### src/rtl/instr_sequencer.sv
// Program memory and issue sequencer feeding the cpu core's instr port.
// Loaded over a valid/ready stream, then issues one word per unstalled cycle until the program ends.
module instr_sequencer #(
    parameter int INSTR_W = 13,
    parameter int DEPTH   = 16,
    parameter int ADDR_W  = 4
) (
    input  logic               clk,
    input  logic               reset,
    input  logic               load_start,
    input  logic               load_valid,
    input  logic [INSTR_W-1:0] load_data,
    input  logic               load_last,
    output logic               load_ready,
    input  logic               run,
    input  logic               stall,
    output logic [INSTR_W-1:0] instr,
    output logic               instr_valid,
    output logic [ADDR_W-1:0]  pc,
    output logic [ADDR_W:0]    prog_len,
    output logic               busy,
    output logic               halted
);

    typedef enum logic [1:0] {
        IDLE,
        LOAD,
        RUN,
        HALT
    } state_t;

    localparam logic [ADDR_W:0] FULL = (ADDR_W + 1)'(DEPTH);

    state_t             state;
    state_t             state_nxt;
    logic [INSTR_W-1:0] mem [DEPTH];
    logic [ADDR_W-1:0]  wr_ptr;
    logic               accept;
    logic               issue;
    logic               last_issue;
    logic               run_ok;

    assign load_ready = (state == LOAD) && (prog_len < FULL);
    assign accept     = load_valid && load_ready;
    assign issue      = (state == RUN) && !stall;
    assign last_issue = issue && ({1'b0, pc} == prog_len - (ADDR_W + 1)'(1));
    // An empty program cannot be started from IDLE; HALT always has at least one word.
    assign run_ok     = run && (prog_len != '0);
    assign busy       = (state == LOAD) || (state == RUN);
    assign halted     = (state == HALT);

    always_ff @(posedge clk or posedge reset) begin
        if (reset) state <= IDLE;
        else       state <= state_nxt;
    end

    // NOTE: every variable driven in always_comb gets a default first so no latch is inferred.
    always_comb begin
        state_nxt = state;
        case (state)
            IDLE: begin
                if (load_start)  state_nxt = LOAD;
                else if (run_ok) state_nxt = RUN;
            end
            LOAD: begin
                if (accept && (load_last || prog_len == FULL - (ADDR_W + 1)'(1)))
                    state_nxt = IDLE;
            end
            RUN: begin
                if (last_issue) state_nxt = HALT;
            end
            HALT: begin
                if (load_start) state_nxt = LOAD;
                else if (run)   state_nxt = RUN;
            end
            default: state_nxt = IDLE;
        endcase
    end

    // NOTE: sequential state uses non-blocking assignments so every register samples pre-edge values.
    always_ff @(posedge clk or posedge reset) begin
        if (reset) begin
            pc          <= '0;
            wr_ptr      <= '0;
            prog_len    <= '0;
            instr       <= '0;
            instr_valid <= 1'b0;
        end else begin
            instr       <= '0;
            instr_valid <= 1'b0;
            case (state)
                IDLE, HALT: begin
                    if (load_start) begin
                        wr_ptr   <= '0;
                        prog_len <= '0;
                    end else if (run_ok) begin
                        pc <= '0;
                    end
                end
                LOAD: begin
                    if (accept) begin
                        wr_ptr   <= wr_ptr + ADDR_W'(1);
                        prog_len <= prog_len + (ADDR_W + 1)'(1);
                    end
                end
                RUN: begin
                    // pc wraps naturally on a full-depth program.
                    if (!stall) begin
                        instr       <= mem[pc];
                        instr_valid <= 1'b1;
                        pc          <= pc + ADDR_W'(1);
                    end
                end
                default: ;
            endcase
        end
    end

    // NOTE: the program memory has no reset; its contents survive reset and only loads rewrite it.
    always_ff @(posedge clk) begin
        if (accept) mem[wr_ptr] <= load_data;
    end

endmodule

### config.mk
export PLATFORM = sky130hd
export DESIGN_NAME = instr_sequencer
export DESIGN_NICKNAME = d
export VERILOG_FILES = /design/src/rtl/instr_sequencer.sv
export SDC_FILE = /design/constraint.sdc
export NUM_CORES = 1
export LEC_CHECK = 0
export CAP_MARGIN = 20
export CORE_AREA = 2 2 133 135
export CTS_BUF_LIST = sky130_fd_sc_hd__clkbuf_2
export DETAILED_ROUTE_END_ITERATION = 16
export DIE_AREA = 0 0 135 137
export GPL_ROUTABILITY_DRIVEN = 0
export PLACE_DENSITY_LB_ADDON = 0.12
export SLEW_MARGIN = 5
export SYNTH_ARGS = -nofsm -noshare
export SYNTH_HDL_FRONTEND = slang
export SYNTH_SLANG_ARGS = --single-unit
### constraint.sdc
create_clock -name clk -period 2.5 [get_ports clk]
set_clock_uncertainty 0.2 [all_clocks]
set_input_delay 0.25 -clock clk [delete_from_list [all_inputs] [get_ports clk]]
set_output_delay 0.25 -clock clk [all_outputs]
set_load 0.1 [all_outputs]
==> out/results.ini <==
[routing]
route.detailed.drc=0
firstDrtPassIters=7
postRouteAntennaNets=0
routed_wl_um=18900
vias=4844
wl_per_cell_um=22.1
drtIter0Drc=368
vias_per_cell=5.66

[sta]
slew_headroom=0.518
setup_tns_ps=0
fmax_ghz=0.411
grt_setup_unrepaired=yes
fin_crit_sh=0.972
min_period_ps=2430
hold_violations=0
setup_violations=0
tightest_slew_ps=722
maxSlewViolCount=0

[logic_synthesis]
synth_ff_type=edfxtp_1
synth_warnings=0
avgSynthCellArea_um2=20.4
async_flop_share=0.122
yosys_register_bits=237
synth_edf_count=208
netlist_area_um2=9380
synthDistinctLibCells=39
synthCells=461
synth-seq-area-share=0.743
synth_fp_nets=493

[worst_setup_path]
worstPathCellList=inv_1 > ha_2 > buf_6 > nor2b_4 > buf_12
critPathKind=flop to output pin
critPathMaxStageDelay_ps=400
worstPathArrival_ps=1980
crit_path_end_kind=output pin
crit_path_top_delay_cell=dfrtp_1
path_buf_inv=3
critPathRequiredTime_ps=2050
crit_fanout=10
crit_family=buffers and inverters
cp-start-kind=flop

[pwr]
vdd_drop_max_uv=1130
p_leak_nw=3.88
power_density_nw_per_um2=925

[floorplanning]
fp.dieH_um=137
core_um2=17100
rows=48
initial_core_util=0.550
dieWidth_um=135
dieArea_um2=18500
num_io_pins=46

[final_layout]
final_cell_count_no_fill=856
final_cell_mix=208 x edfxtp_1, 93 x clkbuf_2, 65 x mux4_2
final_common_cell=edfxtp_1
syn_to_final_growth_pct=17.8
drive_above_1_share=0.386
nNetsFinal=615
fill_cells=1222
seq_area_um2=6990
utilization=0.648
multi_input_area_um2=2280

[grt]
gr-total-overflow=0
grt_max_degree=29
grt_pass1_vias=5061
antenna_found_initial=1
grtUsageTotal=0.219
grt_pass1_wl_um=29500

[clock_network]
h-tree-depth=2
clock_latency_ps=840
root_buffer=clkbuf_2
cts_tree=done
cts_buffer_depth=3
cts_made_buffers=56
clk_pin_slew_ps=100
clock_sinks=237

[status]
status=finished, final reports clean

[min_path]
min_path_type=primary input to flop

[place]
numPortBuffers=45
dp.cells=748
hpwl_um=11500

[run]
cap_violations=0

[synth_stat cells, types with 2 or more instances]
cell type	instances	area share
edfxtp_1	208	0.67
mux4_2	65	0.16
dfrtp_1	29	0.077
nor2_1	18	0.0072
and2_1	15	0.010
nand2_1	15	0.0060
inv_1	13	0.0052
ha_1	12	0.016
o21ai_0	12	0.0064
clkbuf_1	10	0.0040
nand2b_1	7	0.0047
nor3_1	7	0.0037
nand3_1	6	0.0032
buf_1	5	0.0020
buf_4	5	0.0040
xnor2_1	4	0.0037
mux2i_1	3	0.0032
nor2b_1	3	0.0020
a211oi_1	2	0.0016
a21oi_1	2	0.0011
buf_2	2	0.0011
[timing repair]
action,4_1_cts,5_1_grt
hold buffers,1,0
gates resized for setup,4,2
hold endpoints to repair,14,0
setup endpoints to repair,2,5
buffers inserted,1,0
[worst min-delay path: stages]
cell and delay, ps:
clkdlybuf4s50_1 490, mux2i_1 190, mux2i_1 100
[cell type report]
| class | instances | share of cell area |
|---|---|---|
| Tap cell | 225 | 0.0255 |
| Timing Repair Buffer | 87 | 0.0839 |
| Multi-Input combinational cell | 187 | 0.207 |
| Clock inverter | 12 | 0.00453 |
| Inverter | 14 | 0.00476 |
| Sequential cell | 237 | 0.632 |
| Clock buffer | 93 | 0.0421 |
| Antenna cell | 1 | 0.000226 |
[sequential cells by signal, summed over array words and instances, names as in the netlist]
name         cells
wr_ptr           4
prog_len         5
instr_valid      1
mem            208
pc               4
state            2
instr           13
[logic make-up (layout without fill, tap and decap cells)]
logic type,count (synthesis),in the layout,synth area share
and+or+nand+nor,74,74,0.0395
DFF,237,237,0.743
xor gates and xnor gates,4,4,0.00373
other,0,1,0
buffers and inverters,37,206,0.0179
muxes,69,69,0.160
AOI/OAI and AO/OA,28,28,0.0196
adders and majority gates,12,12,0.0160
[power breakdown]
part	internal [mW]	total, mW	switching, mW
combinational	1.30	3.15	1.85
sequential	4.49	4.64	0.152
clock	0.976	2.44	1.46
total	6.77	10.2	3.46
[final timing paths]
path                                               from                      end  slack [ps]  cells past startpoint
worst max register to register  prog_len[0]$_DFFE_PP0P_     state[1]$_DFFE_PP0P_         130                      7
min in group asynchronous                         reset       instr[9]$_DFF_PP0_         220                      3
worst min-delay path                         load_start     state[0]$_DFFE_PP0P_          80                      3
max in group asynchronous                         reset    wr_ptr[1]$_DFFE_PP0P_        1230                      4
worst min register to register  prog_len[1]$_DFFE_PP0P_  prog_len[1]$_DFFE_PP0P_         380                      2
worst max-delay path               state[1]$_DFFE_PP0P_               load_ready          70                      5
[per-stage QoR]
stage	hold WS [ps]	power (mW)	setup WS (ps)	cell area (µm²)
floorplan	128	7.02	4.47	9430
global placement	333	7.78	194	10500
detailed placement	346	7.83	175	10500
CTS	22.9	10.3	16.5	11000
global route	54.4	10.8	-75.4	11100
finish	81.1	10.2	69.0	11100
[metal layers]
metal	share of wire	global-route usage
met2	0.50	0.357
met1	0.41	0.298
met4	0.017	0.0723
met3	0.072	0.0526
met5	0	0
Note: power is estimated with default switching activity, not from simulation.
